--- src/rtl/pe_row_pkg.sv ---
// Width helpers shared by the row PE and its adder tree.
// Product and tree-sum widths are derived so that the tree sum can never overflow.
package pe_row_pkg;

    function automatic int clog2(input int value);
        int r;
        int x;
        r = 0;
        x = value - 1;
        while (x > 0) begin
            r = r + 1;
            x = x >> 1;
        end
        return r;
    endfunction

    function automatic int prod_bw(input int data_bw, input int weight_bw);
        return data_bw + weight_bw;
    endfunction

    function automatic int sum_bw(input int data_bw, input int weight_bw, input int lanes);
        return prod_bw(data_bw, weight_bw) + clog2(lanes);
    endfunction

endpackage

--- src/rtl/pe_row_acc_sum_tree.sv ---
// Stage S2: exact signed adder tree over the lane products, registered with a hold enable.
// Nodes are laid out as a heap, so leaves sit at MATRIX_SIZE-1 .. 2*MATRIX_SIZE-2 and the root at 0.
module pe_row_sum_tree
    import pe_row_pkg::*;
#(
    parameter int PROD_BW     = 16,
    parameter int MATRIX_SIZE = 8,
    parameter int SUM_BW      = PROD_BW + clog2(MATRIX_SIZE)
) (
    input  logic                            clk,
    input  logic                            i_en,
    input  logic [MATRIX_SIZE*PROD_BW-1:0]  i_prod,
    output logic signed [SUM_BW-1:0]        o_sum
);

    logic signed [SUM_BW-1:0] w_sum;
    logic signed [SUM_BW-1:0] r_sum_p2;

    always_comb begin
        logic signed [SUM_BW-1:0] node [2*MATRIX_SIZE-1];
        for (int i = 0; i < MATRIX_SIZE; i++) begin
            node[MATRIX_SIZE-1+i] = SUM_BW'($signed(i_prod[i*PROD_BW +: PROD_BW]));
        end
        for (int i = MATRIX_SIZE - 2; i >= 0; i--) begin
            node[i] = node[2*i+1] + node[2*i+2];
        end
        w_sum = node[0];
    end

    // ---- S2 register ----
    always_ff @(posedge clk) begin
        if (i_en) begin
            r_sum_p2 <= w_sum;
        end
    end

    assign o_sum = r_sum_p2;

endmodule

--- src/rtl/pe_row_acc.sv ---
// Pipelined row PE: double-buffered weights, lane products (S1), adder tree (S2),
// saturating K-tile accumulator (S3) and an output register behind a valid/ready pair.
module pe_row_acc
    import pe_row_pkg::*;
#(
    parameter int DATA_BW     = 8,
    parameter int WEIGHT_BW   = 8,
    parameter int MATRIX_SIZE = 8,
    parameter int ACC_BW      = 32
) (
    input  logic                              clk,
    input  logic                              rstn,
    input  logic                              w_wr_en,
    input  logic [WEIGHT_BW*MATRIX_SIZE-1:0]  w_wr_data,
    input  logic                              w_swap,
    input  logic                              in_valid,
    output logic                              in_ready,
    input  logic [DATA_BW*MATRIX_SIZE-1:0]    in_data,
    input  logic                              in_last,
    output logic                              out_valid,
    input  logic                              out_ready,
    output logic signed [ACC_BW-1:0]          out_data,
    output logic                              out_sat
);

    localparam int PROD_BW = prod_bw(DATA_BW, WEIGHT_BW);
    localparam int SUM_BW  = sum_bw(DATA_BW, WEIGHT_BW, MATRIX_SIZE);

    function automatic logic sat_ovf(input logic signed [ACC_BW:0] v);
        return v[ACC_BW] != v[ACC_BW-1];
    endfunction

    function automatic logic signed [ACC_BW-1:0] sat_acc(input logic signed [ACC_BW:0] v);
        if (!sat_ovf(v)) begin
            return v[ACC_BW-1:0];
        end
        return v[ACC_BW] ? {1'b1, {(ACC_BW-1){1'b0}}} : {1'b0, {(ACC_BW-1){1'b1}}};
    endfunction

    logic [WEIGHT_BW*MATRIX_SIZE-1:0] r_wt_shadow;
    logic [WEIGHT_BW*MATRIX_SIZE-1:0] r_wt_active;

    logic                             r_in_rdy;
    logic                             w_stall;
    logic                             w_adv;
    logic                             w_accept;

    logic [MATRIX_SIZE*PROD_BW-1:0]   w_prod;
    logic [MATRIX_SIZE*PROD_BW-1:0]   r_prod_p1;
    logic                             r_vld_p1;
    logic                             r_last_p1;

    logic signed [SUM_BW-1:0]         w_sum_p2;
    logic                             r_vld_p2;
    logic                             r_last_p2;

    logic signed [ACC_BW-1:0]         r_acc_p3;
    logic                             r_sat_p3;
    logic                             r_vld_p3;
    logic                             r_last_p3;
    logic                             r_first;

    logic signed [ACC_BW-1:0]         w_acc_base;
    logic signed [ACC_BW:0]           w_acc_wide;
    logic signed [ACC_BW-1:0]         w_acc_next;
    logic                             w_clamp;
    logic                             w_sat_next;

    logic                             r_out_valid;
    logic signed [ACC_BW-1:0]         r_out_data;
    logic                             r_out_sat;

    assign w_stall  = r_out_valid && !out_ready;
    assign w_adv    = !w_stall;
    assign in_ready = r_in_rdy && w_adv;
    assign w_accept = in_valid && in_ready;

    // A simultaneous write and swap makes the incoming row active immediately.
    always_ff @(posedge clk or negedge rstn) begin
        if (!rstn) begin
            r_wt_shadow <= '0;
            r_wt_active <= '0;
        end else begin
            if (w_wr_en) begin
                r_wt_shadow <= w_wr_data;
            end
            if (w_swap) begin
                r_wt_active <= w_wr_en ? w_wr_data : r_wt_shadow;
            end
        end
    end

    always_comb begin
        w_prod = '0;
        for (int i = 0; i < MATRIX_SIZE; i++) begin
            logic signed [PROD_BW-1:0] v_d;
            logic signed [PROD_BW-1:0] v_w;
            v_d = PROD_BW'($signed(in_data[i*DATA_BW +: DATA_BW]));
            v_w = PROD_BW'($signed(r_wt_active[i*WEIGHT_BW +: WEIGHT_BW]));
            w_prod[i*PROD_BW +: PROD_BW] = v_d * v_w;
        end
    end

    // ---- S1: lane products ----
    always_ff @(posedge clk) begin
        if (w_adv) begin
            r_prod_p1 <= w_prod;
        end
    end

    always_ff @(posedge clk or negedge rstn) begin
        if (!rstn) begin
            r_in_rdy  <= 1'b0;
            r_vld_p1  <= 1'b0;
            r_last_p1 <= 1'b0;
            r_vld_p2  <= 1'b0;
            r_last_p2 <= 1'b0;
        end else begin
            r_in_rdy <= 1'b1;
            if (w_adv) begin
                r_vld_p1  <= w_accept;
                r_last_p1 <= in_last;
                r_vld_p2  <= r_vld_p1;
                r_last_p2 <= r_last_p1;
            end
        end
    end

    // ---- S2: tree sum ----
    pe_row_sum_tree #(
        .PROD_BW     (PROD_BW),
        .MATRIX_SIZE (MATRIX_SIZE),
        .SUM_BW      (SUM_BW)
    ) u_sum_tree (
        .clk    (clk),
        .i_en   (w_adv),
        .i_prod (r_prod_p1),
        .o_sum  (w_sum_p2)
    );

    // r_acc_p3 keeps the last result; r_first makes the next beat start a fresh accumulation.
    always_comb begin
        w_acc_base = r_first ? '0 : r_acc_p3;
        w_acc_wide = (ACC_BW+1)'(w_acc_base) + (ACC_BW+1)'(w_sum_p2);
        w_clamp    = sat_ovf(w_acc_wide);
        w_acc_next = sat_acc(w_acc_wide);
        w_sat_next = (!r_first && r_sat_p3) || w_clamp;
    end

    // ---- S3: accumulator, then output register ----
    always_ff @(posedge clk or negedge rstn) begin
        if (!rstn) begin
            r_acc_p3    <= '0;
            r_sat_p3    <= 1'b0;
            r_vld_p3    <= 1'b0;
            r_last_p3   <= 1'b0;
            r_first     <= 1'b1;
            r_out_valid <= 1'b0;
            r_out_data  <= '0;
            r_out_sat   <= 1'b0;
        end else if (w_adv) begin
            r_vld_p3  <= r_vld_p2;
            r_last_p3 <= r_last_p2;
            if (r_vld_p2) begin
                r_acc_p3 <= w_acc_next;
                r_sat_p3 <= w_sat_next;
                r_first  <= r_last_p2;
            end
            r_out_valid <= r_vld_p3 && r_last_p3;
            if (r_vld_p3 && r_last_p3) begin
                r_out_data <= r_acc_p3;
                r_out_sat  <= r_sat_p3;
            end
        end
    end

    assign out_valid = r_out_valid;
    assign out_data  = r_out_data;
    assign out_sat   = r_out_sat;

endmodule

--- config.mk ---
export PLATFORM = sky130hd
export DESIGN_NAME = pe_row_acc
export DESIGN_NICKNAME = d
export VERILOG_FILES = /design/src/rtl/pe_row_pkg.sv /design/src/rtl/pe_row_acc_sum_tree.sv /design/src/rtl/pe_row_acc.sv
export SDC_FILE = /design/constraint.sdc
export NUM_CORES = 2
export LEC_CHECK = 0
export CELL_PAD_IN_SITES_DETAIL_PLACEMENT = 0
export CELL_PAD_IN_SITES_GLOBAL_PLACEMENT = 1
export CORE_UTILIZATION = 50
export DETAILED_ROUTE_END_ITERATION = 10
export PLACE_DENSITY = 0.82
export SYNTH_ARGS = -nofsm -noshare
export SYNTH_HDL_FRONTEND = slang
export SYNTH_SLANG_ARGS = --single-unit
export TNS_END_PERCENT = 1
--- constraint.sdc ---
create_clock -name clk -period 6.84 [get_ports clk]
set_clock_uncertainty 0.15 [all_clocks]
set_input_delay 0.684 -clock clk [delete_from_list [all_inputs] [get_ports clk]]
set_output_delay 0.684 -clock clk [all_outputs]
set_load 0.01 [all_outputs]
==> impl_metrics.toml <==
[clock_tree]
cts_tree = "built"
cts_made_buffers = 43
clock_latency_ns = 0.58
post_cts_buffers = 0
htree_levels = 2
cts_num_sinks = 350
clk_path_buf_depth = 3
clkTransAtPathRegs_ns = 0.06
post_cts_resized = 0
cts_root_buffer = "clkbuf_16"

[floorplan]
fp.coreArea_um2 = 73600
start_util_pct = 50.9
die_w_um = 276
num_io_pins = 170
row_count = 99
design.die.area_um2 = 76000
die_y_um = 276

[timing]
period_minus_slack_ns = 5.78
fmax_ghz = 0.173
slew-limit-headroom_pct = 27.9
period_share_pct = 84.5
max_slew.worst_pin.slew_ns = 1.08
setup_viol = 0
rsz0062_at_grt = "false"
slew_violations = 0
whs_ns = 0.340
hold_viol = 0
fin_tns_setup_ns = 0

[worst_setup_path]
reg2reg_depth = 23
max_stage_delay_ns = 0.47
cp_data_arrival_time_ns = 5.94
crit_fanout = 3
r2r_end = "u_sum_tree.o_sum[18]"
setup.worst_path.start = "r_prod_p1[80]"
end_kind = "register"
setup.worst_path.start_class = "register"
crit_buf_inv = 1
critPathTopFamily = "compound AO/OA/AOI/OAI gates"
cp-endpoint = "u_sum_tree.o_sum[18]"
cp_slowest_cell = "fa_1"
rrSetupSlack_ns = 1.06
cp_cell_sequence = "ha_1, fa_1, a21o_1, a21oi_1, o21bai_1, a21oi_1, o21bai_1, a41o_1, nor4_1, nor2_1, xor2_1, fa_1, fa_1, ha_1, nand4_1, inv_1, nand2_1, nor2_1, a21o_1, o311a_1, o21ai_0, mux2i_1, nor2_1"
required_ns = 7.00
cp.depth = 23
crit_type = "register to register"
r2r-start = "r_prod_p1[80]"

[synth]
synth_nets = 4592
synthCells = 3631
ys.flop_type = "dfrtp_1"
synth-edff-count = 147
synth-seq-cells = 350
syn_area_um2 = 37500
postSynth.asyncResetShare_pct = 58.0
ys_warn_count = 0
ys_seq_area_share_pct = 25.4
synth_cell_type_count = 65
syn_avg_cell_area_um2 = 10.3

[global_route]
grt.overflow.total = 0
grt_pass1_vias = 25805
grt_pass1_wl_um = 132000
grt_usage_pct = 21.8
antenna_found_initial = 0
grt_max_degree = 83

[detailed_routing]
drt_iter0_markers = 1219
wl_met1_um = 35800
wl_met2_um = 38600
routed.top_layer = "met4"
vias = 24763
drc = 0
dr_wl_met3_um = 2380
routed_wl_um = 78400
wl_per_cell_um = 16.4
vias_per_cell = 5.17
ant_nets = 0
drtPass1Iterations = 5

[min_path]
whs_path_depth = 2
hold_class = "register to register"

[finish]
fillers = 6554
fin_nets = 4759
area_growth_pct = 11.2
drive_gt1_share_pct = 7.15
diodes = 0

[status]
outcome = "finished clean"

[placement]
routabilityCongestion = 0.867
dp.final_hpwl_um = 63300
numPortBuffers = 169

[run]
maxCapViolCount = 0
==> layout make-up <==
type / instances / area, um2 / share of cell area (%)
sequential: 350 / 9500 / 22.8
timing repair buffer: 179 / 1770 / 4.25
clock buffer: 63 / 1280 / 3.08
clock inverter: 16 / 149 / 0.358
inverter: 631 / 2370 / 5.69
tap: 959 / 1200 / 2.88
multi-input combinational: 2593 / 25400 / 60.9
==> how the worst min path moves through the flow <==
stage,end,slack [ns],startpoint
CTS,r_vld_p1,0.34,r_in_rdy
floorplan,out_data[0],0.24,rstn
global route,r_wt_shadow[12],0.36,r_wt_shadow[12]
finish,r_vld_p1,0.34,r_in_rdy
detailed placement,r_wt_shadow[24],0.33,r_wt_shadow[24]
global placement,r_sat_p3,0.32,r_sat_p3
==> flip-flops by register name, indices dropped and copies added (netlist names) <==
name,flops
r_acc_p3,32
out_valid,1
r_prod_p1,128
out_sat,1
r_sat_p3,1
r_vld_p1,1
r_in_rdy,1
r_first,1
r_vld_p2,1
r_vld_p3,1
out_data,32
r_last_p3,1
r_last_p1,1
r_wt_shadow,64
r_last_p2,1
r_wt_active,64
u_sum_tree.o_sum,19
==> timing repair <==
item | 4_1_cts | 5_1_grt
endpoints found under the setup margin | 0 | 0
hold endpoints to repair | 80 | 0
hold buffers | 1 | 0
==> through the flow <==
stage | instances | instance area (um2) | setup WS, ns | utilization (%)
after CTS | 4791 | 41600 | 1.07 | 56.6
after global routing | 4791 | 41600 | 0.787 | 56.6
after detailed placement | 4711 | 40200 | 0.872 | 54.6
after global placement | 4711 | 40200 | 0.970 | 54.6
after floorplan | 3631 | 37500 | 0.448 | -
final | 4791 | 41600 | 1.06 | 56.6
==> layout by cell type (no fill, tap or decap), types with 147 or more instances in the layout <==
cell type	n
inv_1	631
fa_1	480
ha_1	346
and2_1	313
nand2_1	266
dfrtp_1	202
clkdlybuf4s50_1	166
mux2_2	162
xnor2_1	159
edfxtp_1	147
==> routing by layer <==
layer  vias to the layer above  global-route usage, %
met3                        95                   2.42
met2                       340                   37.4
met1                     12296                   29.6
met5                         -                      0
met4                         0                   4.89
li1                      12032                      -
==> cells in the mapped netlist, types with 17 or more instances <==
master | n | share of area, %
dfrtp_1 | 202 | 13
o21ai_0 | 106 | 1.4
clkbuf_1 | 51 | 0.51
nor2_1 | 127 | 1.3
a21o_1 | 47 | 0.94
a21boi_0 | 24 | 0.48
nand3_1 | 34 | 0.45
nor2b_1 | 64 | 1.1
mux2_2 | 162 | 4.9
nand2b_1 | 71 | 1.2
and2_1 | 313 | 5.2
a21oi_1 | 116 | 1.6
inv_1 | 631 | 6.3
xnor2_1 | 159 | 3.7
nand2_1 | 266 | 2.7
ha_1 | 346 | 12
nor3_1 | 35 | 0.47
edfxtp_1 | 147 | 12
xor2_1 | 37 | 0.87
fa_1 | 480 | 26
o21bai_1 | 17 | 0.34
==> logic make-up (layout without fill, tap and decap cells) <==
| group | after synthesis | in the layout | synth area share, % |
|---|---|---|---|
| buffers and inverters | 688 | 889 | 6.95 |
| adder cells (fa/ha/maj) | 826 | 826 | 37.2 |
| other | 1 | 1 | 0.0100 |
| AND/OR/NAND/NOR | 970 | 970 | 13.4 |
| multiplexers | 170 | 170 | 5.09 |
| AO/OA/AOI/OAI | 430 | 430 | 7.40 |
| flip-flops | 350 | 350 | 25.4 |
| XOR/XNOR | 196 | 196 | 4.58 |
==> worst reg2reg max path: cells and delay by family (launching register included) <==
family / cells / cell delay, ns
XOR/XNOR: 1 / 0.21
AND/OR/NAND/NOR: 6 / 0.64
buffers and inverters: 1 / 0.05
AO/OA/AOI/OAI: 9 / 1.95
flip-flops: 1 / 0.38
adder cells (fa/ha/maj): 5 / 1.92
multiplexers: 1 / 0.24
Power is not shown: default switching activity piles up to over one toggle a cycle in this logic, so the estimate is an artifact.
